**src/rtl/seq_divider_32.sv**
```systemverilog
// -----------------------------------------------------------------------------
// seq_divider_32
// Sequential unsigned restoring divider. One dividend/divisor pair is accepted
// through a valid/ready handshake, one quotient bit is resolved per clock, and
// the quotient/remainder pair is returned through a second valid/ready
// handshake. A zero divisor skips the iterations and returns a flagged result.
//
// Ports:
//   clk          system clock, rising edge
//   rst          synchronous reset, active-high
//   in_valid     dividend/divisor present
//   in_ready     block can accept a new operation (state IDLE)
//   dividend     unsigned numerator, WIDTH bits
//   divisor      unsigned denominator, WIDTH bits
//   out_valid    result present (state DONE)
//   out_ready    consumer accepts the result
//   quotient     floor(dividend / divisor), all ones on divide-by-zero
//   remainder    dividend mod divisor, dividend on divide-by-zero
//   div_by_zero  result belongs to a divisor == 0 operation
// -----------------------------------------------------------------------------
module seq_divider_32 #(
    parameter int WIDTH = 32
) (
    input  logic             clk,
    input  logic             rst,
    input  logic             in_valid,
    output logic             in_ready,
    input  logic [WIDTH-1:0] dividend,
    input  logic [WIDTH-1:0] divisor,
    output logic             out_valid,
    input  logic             out_ready,
    output logic [WIDTH-1:0] quotient,
    output logic [WIDTH-1:0] remainder,
    output logic             div_by_zero
);

    localparam int             CW       = $clog2(WIDTH);
    localparam logic [CW-1:0]  CNT_INIT = CW'(WIDTH - 1);

    typedef enum logic [1:0] {
        S_IDLE,
        S_CALC,
        S_DONE
    } state_e;

    state_e           state_q, state_d;
    logic [WIDTH-1:0] q_q, q_d;          // dividend shifting out, quotient shifting in
    logic [WIDTH-1:0] d_q, d_d;          // latched divisor
    logic [WIDTH-1:0] r_q, r_d;          // partial remainder
    logic [CW-1:0]    cnt_q, cnt_d;      // iterations left after the current one
    logic [WIDTH-1:0] quot_q, quot_d;
    logic [WIDTH-1:0] rem_q, rem_d;
    logic             dbz_q, dbz_d;

    // The shifted remainder and the trial subtraction are WIDTH+1 bits wide so
    // the borrow is never lost, even for a divisor of 2^WIDTH-1. The stored
    // remainder only needs WIDTH bits: after each step it is below the divisor.
    logic [WIDTH:0]   shifted;
    logic [WIDTH:0]   trial;

    assign shifted = {r_q, q_q[WIDTH-1]};
    assign trial   = shifted - {1'b0, d_q};

    always_comb begin
        // NOTE: every next-state signal gets its hold value first, so no path
        // through the case statement leaves one unassigned and infers a latch.
        state_d = state_q;
        q_d     = q_q;
        d_d     = d_q;
        r_d     = r_q;
        cnt_d   = cnt_q;
        quot_d  = quot_q;
        rem_d   = rem_q;
        dbz_d   = dbz_q;

        unique case (state_q)
            S_IDLE: begin
                if (in_valid) begin
                    q_d   = dividend;
                    d_d   = divisor;
                    r_d   = '0;
                    cnt_d = CNT_INIT;
                    if (divisor == '0) begin
                        quot_d  = '1;
                        rem_d   = dividend;
                        dbz_d   = 1'b1;
                        state_d = S_DONE;
                    end else begin
                        state_d = S_CALC;
                    end
                end
            end

            S_CALC: begin
                if (!trial[WIDTH]) begin
                    r_d = trial[WIDTH-1:0];
                    q_d = {q_q[WIDTH-2:0], 1'b1};
                end else begin
                    r_d = shifted[WIDTH-1:0];
                    q_d = {q_q[WIDTH-2:0], 1'b0};
                end
                if (cnt_q == '0) begin
                    quot_d  = q_d;
                    rem_d   = r_d;
                    dbz_d   = 1'b0;
                    state_d = S_DONE;
                end else begin
                    cnt_d = cnt_q - CW'(1);
                end
            end

            S_DONE: begin
                // Results hold for as long as the consumer stalls.
                if (out_ready) begin
                    state_d = S_IDLE;
                end
            end

            default: state_d = S_IDLE;
        endcase
    end

    // NOTE: state registers use non-blocking assignments so every register
    // samples the values from before this edge, independent of statement order.
    always_ff @(posedge clk) begin
        if (rst) begin
            state_q <= S_IDLE;
            q_q     <= '0;
            d_q     <= '0;
            r_q     <= '0;
            cnt_q   <= '0;
            quot_q  <= '0;
            rem_q   <= '0;
            dbz_q   <= 1'b0;
        end else begin
            state_q <= state_d;
            q_q     <= q_d;
            d_q     <= d_d;
            r_q     <= r_d;
            cnt_q   <= cnt_d;
            quot_q  <= quot_d;
            rem_q   <= rem_d;
            dbz_q   <= dbz_d;
        end
    end

    assign in_ready    = (state_q == S_IDLE);
    assign out_valid   = (state_q == S_DONE);
    assign quotient    = quot_q;
    assign remainder   = rem_q;
    assign div_by_zero = dbz_q;

endmodule

```
**config.mk**
```make
export PLATFORM = sky130hd
export DESIGN_NAME = seq_divider_32
export DESIGN_NICKNAME = d
export VERILOG_FILES = /design/src/rtl/seq_divider_32.sv
export SDC_FILE = /design/constraint.sdc
export NUM_CORES = 1
export LEC_CHECK = 0
export ABC_AREA = 1
export CORE_MARGIN = 2
export CORE_UTILIZATION = 51
export DETAILED_ROUTE_END_ITERATION = 6
export PLACE_DENSITY = 0.78
export SYNTH_ARGS = -nofsm -noshare
export SYNTH_HDL_FRONTEND = slang
export SYNTH_SLANG_ARGS = --single-unit
export TNS_END_PERCENT = 30
```
**constraint.sdc**
```tcl
create_clock -name clk -period 2 [get_ports clk]
set_input_delay 0.2 -clock clk [delete_from_list [all_inputs] [get_ports clk]]
set_output_delay 0.2 -clock clk [all_outputs]
set_load 0.005 [all_outputs]
```
==> run_summary.xml <==
<?xml version="1.0" encoding="UTF-8"?>
<metrics>
  <group name="cts">
    <metric name="cts_hold_buffers" unit="">0</metric>
    <metric name="cts_root_buffer" unit="">sky130_fd_sc_hd__clkbuf_16</metric>
    <metric name="worst_setup_hold_path_clk_slew" unit="ns">0.07</metric>
    <metric name="clkLatencyLatePin" unit="ns">0.44</metric>
    <metric name="htree_levels" unit="">4</metric>
    <metric name="number_of_sinks_handled_by_clock_tree_synthesis" unit="">168</metric>
    <metric name="clockBufferDepth" unit="">2</metric>
    <metric name="cts_tree" unit="">done</metric>
    <metric name="numCtsBuffers" unit="">17</metric>
  </group>
  <group name="yosys">
    <metric name="post_synth.cell_area_avg" unit="sq um">6.156</metric>
    <metric name="proportion_of_synthesized_flip_flops_having_asynchronous_set_or_reset" unit="%">0</metric>
    <metric name="postSynthRegisterBits" unit="">168</metric>
    <metric name="mappedNetlistArea" unit="sq um">9936</metric>
    <metric name="post_synthesis_sequential_area_ratio" unit="%">33.85</metric>
    <metric name="yosysWarnings" unit="">0</metric>
    <metric name="yosys.area.top_type_share" unit="%">33.85</metric>
    <metric name="synth_ff_type" unit="">sky130_fd_sc_hd__dfxtp_1</metric>
    <metric name="post_synth_inst_count" unit="">1614</metric>
    <metric name="synth_cell_type_count" unit="">37</metric>
    <metric name="synth_fp_nets" unit="">1717</metric>
    <metric name="netlist_top_cells_area" unit="">sky130_fd_sc_hd__dfxtp_1, sky130_fd_sc_hd__nand2_1, sky130_fd_sc_hd__inv_1</metric>
    <metric name="synth_top_cell_by_area" unit="">sky130_fd_sc_hd__dfxtp_1</metric>
    <metric name="number_of_enable_type_register_cells_in_the_synthesized_netlist" unit="">0</metric>
  </group>
  <group name="global_route">
    <metric name="vias_in_the_first_global_route" unit="">10470</metric>
    <metric name="grt_antenna_before_repair" unit="">0</metric>
    <metric name="grt_first_pass_wirelength" unit="mm">49.60</metric>
    <metric name="grt_start_max_net_pins" unit="">77</metric>
    <metric name="globalRouteTotalUtil" unit="%">30.47</metric>
    <metric name="grt_overflow" unit="">0</metric>
  </group>
  <group name="cells_and_area">
    <metric name="leading_cell_types_in_the_layout_fill_and_taps_excluded" unit="">sky130_fd_sc_hd__nand2_1, sky130_fd_sc_hd__inv_1, sky130_fd_sc_hd__buf_4, sky130_fd_sc_hd__nor2_1, sky130_fd_sc_hd__dfxtp_1</metric>
    <metric name="antenna_cells_inserted" unit="">0</metric>
    <metric name="area.growth.synth_to_final" unit="%">43.09</metric>
    <metric name="nets" unit="">1996</metric>
    <metric name="layout-drive-gt1-share" unit="%">18.68</metric>
    <metric name="fillers" unit="">1501</metric>
    <metric name="final_common_cell" unit="">sky130_fd_sc_hd__nand2_1</metric>
  </group>
  <group name="pwr">
    <metric name="power.leakage" unit="nW">7.230</metric>
    <metric name="power.density_cell_area" unit="nW/um^2">747.7</metric>
    <metric name="peakVddDrop" unit="V">0.0007482</metric>
  </group>
  <group name="timing">
    <metric name="fin_hold_ws" unit="ns">0.3056</metric>
    <metric name="tightestPinTransition" unit="ns">0.5509</metric>
    <metric name="setup-tns-final" unit="ns">-15.47</metric>
    <metric name="setup_repair_after_global_routing_missed_its_margin" unit="">true</metric>
    <metric name="final_min_period_over_clock_period" unit="%">114.1</metric>
    <metric name="setup_violations" unit="">66</metric>
    <metric name="layout_setup_ws" unit="ns">-0.2812</metric>
    <metric name="timing.clock.skew" unit="ns">0.01119</metric>
    <metric name="max-slew-margin-rel" unit="%">62.97</metric>
    <metric name="hold_violations" unit="">0</metric>
    <metric name="finalCriticalPeriod" unit="ns">2.281</metric>
    <metric name="timing_max_transition_violations_final" unit="">0</metric>
    <metric name="clock.fmax" unit="GHz">0.4384</metric>
  </group>
  <group name="setup_path">
    <metric name="timing.critical_path.required" unit="ns">2.38</metric>
    <metric name="crit_type" unit="">register to register</metric>
    <metric name="cp_data_arrival_time" unit="ns">2.66</metric>
    <metric name="critPathMaxFanout" unit="">12</metric>
    <metric name="startpoint_kind_of_the_worst_setup_timing_path" unit="">register</metric>
    <metric name="endpoint_kind" unit="">register</metric>
  </group>
  <group name="drt">
    <metric name="wl_per_cell" unit="um">14.93</metric>
    <metric name="wirelength" unit="mm">32.41</metric>
    <metric name="num_vias" unit="">11240</metric>
    <metric name="route.detailed.drc" unit="">0</metric>
    <metric name="detailedRoute.firstIterationViolations" unit="">908</metric>
    <metric name="avgViaCountPerCell" unit="">5.175</metric>
    <metric name="drt-pass1-iter-count" unit="">6</metric>
    <metric name="route.antenna.remaining_nets" unit="">0</metric>
  </group>
  <group name="floorplan">
    <metric name="start_util" unit="%">51.56</metric>
    <metric name="placeableCoreArea" unit="sq um">19270</metric>
    <metric name="die_h" unit="um">143.6</metric>
    <metric name="fp.dieW" unit="um">143.6</metric>
    <metric name="floorplan.die_area" unit="sq um">20610</metric>
    <metric name="top_level_ports" unit="">135</metric>
    <metric name="placement_rows" unit="">51</metric>
  </group>
  <group name="placement">
    <metric name="numPortBuffers" unit="">134</metric>
    <metric name="post-dp-hpwl" unit="mm">22.69</metric>
    <metric name="finalWeightedCongestion" unit="">0.9702</metric>
  </group>
  <group name="min_path">
    <metric name="timing.hold.worst.class" unit="">input port to register</metric>
  </group>
  <group name="run_status">
    <metric name="failed_checks" unit="">setup timing</metric>
    <metric name="outcome" unit="">finished, violations left</metric>
  </group>
  <group name="run">
    <metric name="max_cap_viol_count" unit="">0</metric>
  </group>
</metrics>
flip-flops by register name, summed over array words and instances, names as in the netlist:
signal	count
d_q	32
q_q	32
quotient	32
r_q	32
remainder	32
cnt_q	5
state_q	2
div_by_zero	1
critical path, stage by stage (launching register included):
cell and delay, ns:
sky130_fd_sc_hd__dfxtp_2 0.35, sky130_fd_sc_hd__inv_2 0.05, sky130_fd_sc_hd__ha_4 0.15, sky130_fd_sc_hd__fa_2 0.35, sky130_fd_sc_hd__inv_2 0.08, sky130_fd_sc_hd__nand2_2 0.04
sky130_fd_sc_hd__nand2_1 0.06, sky130_fd_sc_hd__nand3_1 0.06, sky130_fd_sc_hd__nand2_1 0.08, sky130_fd_sc_hd__nand2_1 0.06, sky130_fd_sc_hd__nand2_2 0.08, sky130_fd_sc_hd__nand2_4 0.08
sky130_fd_sc_hd__nand2_4 0.09, sky130_fd_sc_hd__nand2_4 0.07, sky130_fd_sc_hd__nand2_8 0.12, sky130_fd_sc_hd__buf_12 0.14, sky130_fd_sc_hd__nand3_1 0.11, sky130_fd_sc_hd__nand3_1 0.12
sky130_fd_sc_hd__nand2_1 0.06, sky130_fd_sc_hd__inv_1 0.07
metal layers:
layer	vias to the layer above	track usage (%)	part of all wire, %
li1	5591	-	-
met1	5071	37.91	41
met2	479	51.05	47
met3	95	5.765	7.2
met4	0	14.04	4.4
met5	-	0	0
final timing paths:
kind,start,endpoint,slack (ns),cells after the start
max,q_q[31]$_SDFFE_PP0P_,r_q[12]$_SDFFE_PP0P_,-0.28,19
min,rst,r_q[17]$_SDFFE_PP0P_,0.31,5
max reg2reg,q_q[31]$_SDFFE_PP0P_,r_q[12]$_SDFFE_PP0P_,-0.28,19
min reg2reg,d_q[7]$_SDFFE_PP0P_,d_q[7]$_SDFFE_PP0P_,0.47,2
cell families after synthesis:
kind of cell             count (synthesis)  share of synthesized area, %
flip-flops                             168                         33.85
XOR/XNOR                                15                         1.322
AO/OA/AOI/OAI                          161                         8.752
adder cells (fa/ha/maj)                 35                         4.483
AND/OR/NAND/NOR                        876                         37.24
buffers and inverters                  359                         14.36
metrics by stage:
step	utilization, %	std cells	power (mW)	area (sq um)	worst slack (ns)
6_report	73.78	2171	10.63	14220	-0.2812
3_5_place_dp	66.86	2131	7.063	12880	-0.6362
3_3_place_gp	66.86	2131	7.001	12880	-0.6168
5_1_grt	73.78	2171	11.17	14220	-0.4302
2_1_floorplan	-	1614	5.599	9985	-0.06973
4_1_cts	71.87	2168	10.47	13850	-0.2524
Yosys cell counts (3+ instances only):
master	instances
sky130_fd_sc_hd__ha_1	34
sky130_fd_sc_hd__nor4_1	4
sky130_fd_sc_hd__inv_1	285
sky130_fd_sc_hd__clkbuf_1	41
sky130_fd_sc_hd__dfxtp_1	168
sky130_fd_sc_hd__nand2_1	425
sky130_fd_sc_hd__buf_2	15
sky130_fd_sc_hd__nor2_1	184
sky130_fd_sc_hd__nand4_1	8
sky130_fd_sc_hd__buf_6	8
sky130_fd_sc_hd__buf_1	5
sky130_fd_sc_hd__and2_1	6
sky130_fd_sc_hd__nor3_1	71
sky130_fd_sc_hd__inv_2	3
sky130_fd_sc_hd__a31oi_1	33
sky130_fd_sc_hd__nor2_2	5
sky130_fd_sc_hd__nand3_1	157
sky130_fd_sc_hd__a21oi_1	54
sky130_fd_sc_hd__o21ai_0	66
sky130_fd_sc_hd__xor2_1	14
sky130_fd_sc_hd__nand2_2	7
power by group:
| part | internal [mW] | total, mW | switching (mW) |
|---|---|---|---|
| clock | 1.70 | 3.33 | 1.63 |
| combinational | 1.51 | 3.40 | 1.89 |
| sequential | 3.68 | 3.90 | 0.213 |
what timing repair did:
action | CTS | global route
pin swaps | 18 | 17
endpoints found under the setup margin | 98 | 87
setup buffers | 4 | 2
gates resized for setup | 52 | 70
gates cloned | 1 | 1
area by class of cell:
class / count / area, sq um / share of cell area, %
well taps: 265 / 331.6 / 2.332
repair buffers: 329 / 3024 / 21.27
multi-input cells: 1087 / 5819 / 40.93
clock buffers: 18 / 439.2 / 3.089
inverters: 290 / 1089 / 7.656
clock inverters: 14 / 147.6 / 1.038
flip-flops and latches: 168 / 3367 / 23.68
(Power assumes the default switching activity.)
